`config.mk`:
```
export PLATFORM = sky130hd
export DESIGN_NAME = mem_read_arbiter
export DESIGN_NICKNAME = d
export VERILOG_FILES = /design/src/rtl/mem_read_arbiter.sv
export SDC_FILE = /design/constraint.sdc
export NUM_CORES = 1
export LEC_CHECK = 0
export ABC_AREA = 1
export CORE_UTILIZATION = 27
export DETAILED_ROUTE_END_ITERATION = 8
export GPL_TIMING_DRIVEN = 1
export MAX_ROUTING_LAYER = met4
export PLACE_DENSITY = 0.82
export SYNTH_ARGS = -nofsm -noshare
export SYNTH_HDL_FRONTEND = slang
export SYNTH_SLANG_ARGS = --single-unit
```
`constraint.sdc`:
```
create_clock -name clk -period 2 [get_ports clk]
set_clock_uncertainty 0.2 [all_clocks]
set_input_delay 0.5 -clock clk [delete_from_list [all_inputs] [get_ports clk]]
set_output_delay 0.5 -clock clk [all_outputs]
set_load 0.05 [all_outputs]
```
`src/rtl/mem_read_arbiter.sv`:
```
// Two-requester AXI read arbiter (m0 = i_cache, m1 = d_cache) onto one memory read port, one burst at a time.
// Define MEM_READ_ARB_RR_EN for round-robin arbitration; otherwise m1 has fixed priority.
module mem_read_arbiter #(
    parameter int unsigned ADDR_WIDTH = 26,
    parameter int unsigned DATA_WIDTH = 32,
    parameter int unsigned LEN_WIDTH  = 4,
    parameter int unsigned ID_WIDTH   = 4
) (
    input  logic                  clk,
    input  logic                  rst_n,
    input  logic [ADDR_WIDTH-1:0] m0_araddr,
    input  logic [LEN_WIDTH-1:0]  m0_arlen,
    input  logic [ID_WIDTH-1:0]   m0_arid,
    input  logic                  m0_arvalid,
    output logic                  m0_arready,
    output logic [DATA_WIDTH-1:0] m0_rdata,
    output logic                  m0_rvalid,
    input  logic                  m0_rready,
    input  logic [ADDR_WIDTH-1:0] m1_araddr,
    input  logic [LEN_WIDTH-1:0]  m1_arlen,
    input  logic [ID_WIDTH-1:0]   m1_arid,
    input  logic                  m1_arvalid,
    output logic                  m1_arready,
    output logic [DATA_WIDTH-1:0] m1_rdata,
    output logic                  m1_rvalid,
    input  logic                  m1_rready,
    output logic [ADDR_WIDTH-1:0] mem_araddr,
    output logic [LEN_WIDTH-1:0]  mem_arlen,
    output logic [ID_WIDTH-1:0]   mem_arid,
    output logic                  mem_arvalid,
    input  logic                  mem_arready,
    input  logic [DATA_WIDTH-1:0] mem_rdata,
    input  logic                  mem_rvalid,
    output logic                  mem_rready,
    output logic                  busy
);

    typedef enum logic [1:0] {
        IDLE = 2'd0,
        ADDR = 2'd1,
        DATA = 2'd2
    } state_t;

    state_t                state_q;
    state_t                state_d;
    logic                  grant_q;      // 1 = m1, 0 = m0
    logic [LEN_WIDTH-1:0]  len_q;
    logic [LEN_WIDTH-1:0]  beat_cnt_q;
    logic                  pick_m1;
    logic [LEN_WIDTH-1:0]  sel_len;
    logic [LEN_WIDTH-1:0]  len_d;
    logic [ADDR_WIDTH-1:0] g_araddr;
    logic [LEN_WIDTH-1:0]  g_arlen;
    logic [ID_WIDTH-1:0]   g_arid;
    logic                  g_arvalid;
    logic                  g_rready;
    logic                  ar_hs;
    logic                  beat_acc;
    logic                  beat_last;

`ifdef MEM_READ_ARB_RR_EN
    logic                  rr_last_q;    // 1 = m1 served last

    // On a simultaneous request, favour the port not served last.
    assign pick_m1 = m1_arvalid & (~m0_arvalid | ~rr_last_q);
`else
    assign pick_m1 = m1_arvalid;
`endif

    assign sel_len   = pick_m1 ? m1_arlen : m0_arlen;
    assign len_d     = (sel_len == '0) ? LEN_WIDTH'(1) : sel_len;

    assign g_araddr  = grant_q ? m1_araddr  : m0_araddr;
    assign g_arlen   = grant_q ? m1_arlen   : m0_arlen;
    assign g_arid    = grant_q ? m1_arid    : m0_arid;
    assign g_arvalid = grant_q ? m1_arvalid : m0_arvalid;
    assign g_rready  = grant_q ? m1_rready  : m0_rready;

    assign ar_hs     = (state_q == ADDR) & g_arvalid & mem_arready;
    assign beat_acc  = (state_q == DATA) & mem_rvalid & g_rready;
    assign beat_last = beat_acc & (beat_cnt_q == len_q - LEN_WIDTH'(1));

    // Read data is fanned out; only the granted rvalid qualifies it.
    assign m0_rdata  = mem_rdata;
    assign m1_rdata  = mem_rdata;
    assign busy      = (state_q != IDLE);

    always_ff @(posedge clk or negedge rst_n) begin
        if (!rst_n) begin
            state_q <= IDLE;
        end else begin
            state_q <= state_d;
        end
    end

    always_comb begin
        state_d     = state_q;
        mem_araddr  = '0;
        mem_arlen   = '0;
        mem_arid    = '0;
        mem_arvalid = 1'b0;
        m0_arready  = 1'b0;
        m1_arready  = 1'b0;
        m0_rvalid   = 1'b0;
        m1_rvalid   = 1'b0;
        mem_rready  = 1'b0;
        case (state_q)
            IDLE: begin
                if (m0_arvalid | m1_arvalid) begin
                    state_d = ADDR;
                end
            end
            ADDR: begin
                mem_araddr  = g_araddr;
                mem_arlen   = g_arlen;
                mem_arid    = g_arid;
                mem_arvalid = g_arvalid;
                m0_arready  = ~grant_q & mem_arready;
                m1_arready  = grant_q & mem_arready;
                if (ar_hs) begin
                    state_d = DATA;
                end
            end
            DATA: begin
                m0_rvalid  = ~grant_q & mem_rvalid;
                m1_rvalid  = grant_q & mem_rvalid;
                mem_rready = g_rready;
                if (beat_last) begin
                    state_d = IDLE;
                end
            end
            default: state_d = IDLE;
        endcase
    end

    // Grant, burst length and beat counter.
    always_ff @(posedge clk or negedge rst_n) begin
        if (!rst_n) begin
            grant_q    <= 1'b1;
            len_q      <= '0;
            beat_cnt_q <= '0;
        end else begin
            if ((state_q == IDLE) && (m0_arvalid | m1_arvalid)) begin
                grant_q <= pick_m1;
                len_q   <= len_d;
            end
            if (ar_hs) begin
                beat_cnt_q <= '0;
            end else if (beat_acc && !beat_last) begin
                beat_cnt_q <= beat_cnt_q + LEN_WIDTH'(1);
            end
        end
    end

`ifdef MEM_READ_ARB_RR_EN
    always_ff @(posedge clk or negedge rst_n) begin
        if (!rst_n) begin
            rr_last_q <= 1'b0;
        end else if (beat_last) begin
            rr_last_q <= grant_q;
        end
    end
`endif

endmodule

```
==> flow_summary.ini <==
[status]
status = complete, but fails checks
violations = negative setup slack

[worst_setup_path]
cpPeakStageDelay_ps = 600
critical_path_class = reg2out
worst_setup_path_end_kind = primary output
crit_chain = buf_12 -> nand2_1 -> a21oi_4 -> buf_6
rrSetupSlack_ps = 150
crit_path_max_fanout = 24
cp_top_family = flip-flops
slowest_stage = dfstp_2
cp.arrival_ps = 1480
cp.required_ps = 1300
crit_buf_inv = 2
cp-start-kind = flop

[pwr]
vdd_drop_max_uv = 1150
powerDensity_nw_per_um2 = 1810
power_mw = 5.82
p_leak_nw = 1.39

[clock_network]
cts_root_buf = clkbuf_8
clockBufferDepth = 2
h-tree-depth = 1
clock_latency_ps = 240
cts_buffers = 3
cts_tree = done
clock-sinks = 11
ctsHoldBuffers = 0
path_clk_slew_ps = 50

[logic_synthesis]
synthMuxAreaShare_pct = 0
async_reset_ff_share_pct = 100
synth_xor_area_share_pct = 1.49
synth_cells = 290
synth_top_family_by_area = buffers and inverters
synth_adder_area_share_pct = 1.42
synth-simple-area-share_pct = 30.4
yosysUniqueCellTypes = 26
synth_compound_area_share_pct = 15.5
synth_flop_cell = dfrtp_1
synth_area_um2 = 1770
syn_area_per_cell_um2 = 6.10
synth-seq-area-share_pct = 15.6
syn_nets = 400
yosysWarnings = 0
synth_edf_count = 0
ys_ff_latch = 11

[placed_design]
place.gp.congestion = 0.768
dpl_cell_area_um2 = 2870
place.detailed.hpwl_mm = 4.57
io_buffers = 116

[routing]
firstDrtPassIters = 4
dr.first_iter.drc_count = 38
ant_nets = 0
routedWlPerCell_um = 13.5
vias = 1963
route.detailed.drc = 0
via_per_inst = 4.57
finalWirelength_mm = 5.80

[floorplanning]
io_pins = 213
die_h_um = 82.9
start_util_pct = 27.8
dieArea_um2 = 6880
die_w_um = 82.9
coreArea_um2 = 6350
rows = 29

[timing]
slew_viol_final = 0
fmax_mhz = 460
finalHoldViolations = 0
holdWs_ps = 288
setup_violations = 38
fin_crit_ps = 2180
grt_setup_unrepaired = yes
tightest_slew_ps = 485
fin_ws_ps = -175
fin_crit_sh_pct = 109
slew_headroom_pct = 67.5

[grt]
grt_pass1_wl_mm = 9.43
antenna_found_initial = 0
grt_pass1_vias = 1998
grt_use_total_pct = 17.3
grt_start_max_net_pins = 35
overflow = 0

[finish]
nNetsFinal = 464
drive_above_1_share_pct = 37.7
post-route-util_pct = 50.6
final_area_um2 = 3210
area_growth_pct = 81.6
final_cell_mix = nand2_1 (88), clkdlybuf4s50_1 (71), buf_6 (32)
diodes = 0
final_common_cell = nand2_1

[flow_run]
drv_cap = 0

[worst_hold_path]
hp-class = reg2reg
## path summary, 6_finish.rpt
path / cells after the start / startpoint / to
hold reg to reg: 2 / len_q[1]$_DFFE_PN0P_ / len_q[1]$_DFFE_PN0P_
min in group asynchronous: 1 / rst_n / beat_cnt_q[0]$_DFFE_PN0P_
max in group asynchronous: 1 / rst_n / grant_q$_DFFE_PN1P_
setup reg to reg: 9 / grant_q$_DFFE_PN1P_ / beat_cnt_q[0]$_DFFE_PN0P_
setup / recovery: 4 / grant_q$_DFFE_PN1P_ / mem_araddr[12]
hold / removal: 2 / len_q[1]$_DFFE_PN0P_ / len_q[1]$_DFFE_PN0P_
## registers in the layout, summed over array words and instances, names as in the netlist
name and count:
len_q 4, state_q 2, grant_q 1, beat_cnt_q 4
## power by group
group          switching [mW]  internal (mW)
Clock                  0.0810          0.140
Combinational            3.20           1.99
Sequential             0.0980          0.317
## cell usage after synthesis, types with 3 or more instances
| master | n | share of area, % |
|---|---|---|
| buf_4 | 67 | 28 |
| nand2_1 | 97 | 21 |
| inv_1 | 19 | 4.0 |
| buf_2 | 7 | 2.0 |
| dfrtp_1 | 10 | 14 |
| nand2_2 | 5 | 1.8 |
| nor2_1 | 6 | 1.3 |
| a21oi_1 | 35 | 9.9 |
| o21ai_0 | 10 | 2.8 |
| nand4_1 | 3 | 1.1 |
| inv_2 | 3 | 0.64 |
| nand3_1 | 9 | 2.5 |
## repair_timing
action                     CTS  global route
gates resized for setup     58            13
setup buffers                3             0
cloned                       1             0
pin swaps                    7             2
setup endpoints to repair   40            41
## metrics by stage
| stage | cells | setup TNS (ps) | setup slack, ps |
|---|---|---|---|
| 4_1_cts | 430 | -5150 | -177 |
| 3_5_place_dp | 422 | -3810 | -197 |
| 6_report | 430 | -4650 | -175 |
| 3_3_place_gp | 422 | -3570 | -203 |
| 2_1_floorplan | 290 | -3230 | -267 |
| 5_1_grt | 430 | -7190 | -229 |
## routing by layer
metal  wire length (um)  vias to the layer above  track usage [%]
met5                  0                        -                -
met4                138                        0             6.11
met3                397                       12             4.67
met2               3230                      104             32.4
met1               2030                      872             16.9
li1                   -                      975                -
## area by class of cell
| cell class | instances | area (um^2) |
|---|---|---|
| Clock buffer | 4 | 45.0 |
| Fill cell | 562 | 3140 |
| Sequential cell | 11 | 277 |
| Multi-Input combinational cell | 181 | 1220 |
| Tap cell | 77 | 96.3 |
| Timing Repair Buffer | 135 | 1490 |
| Inverter | 22 | 82.6 |
## worst reg2reg max path: cells and delay by family (launching register included)
kind / cells / cell delay [ps]
buf+inv: 4 / 520
compound gates: 1 / 70
simple gates: 4 / 430
flops: 1 / 600
## cell families (layout without fill, tap and decap cells)
kind of cell / count (synthesis) / in the layout
compound gates: 50 / 50
xor+xnor: 3 / 3
buf+inv: 98 / 161
fa+ha+maj: 2 / 2
flops: 11 / 11
simple gates: 126 / 126
(Power assumes the default switching activity.)
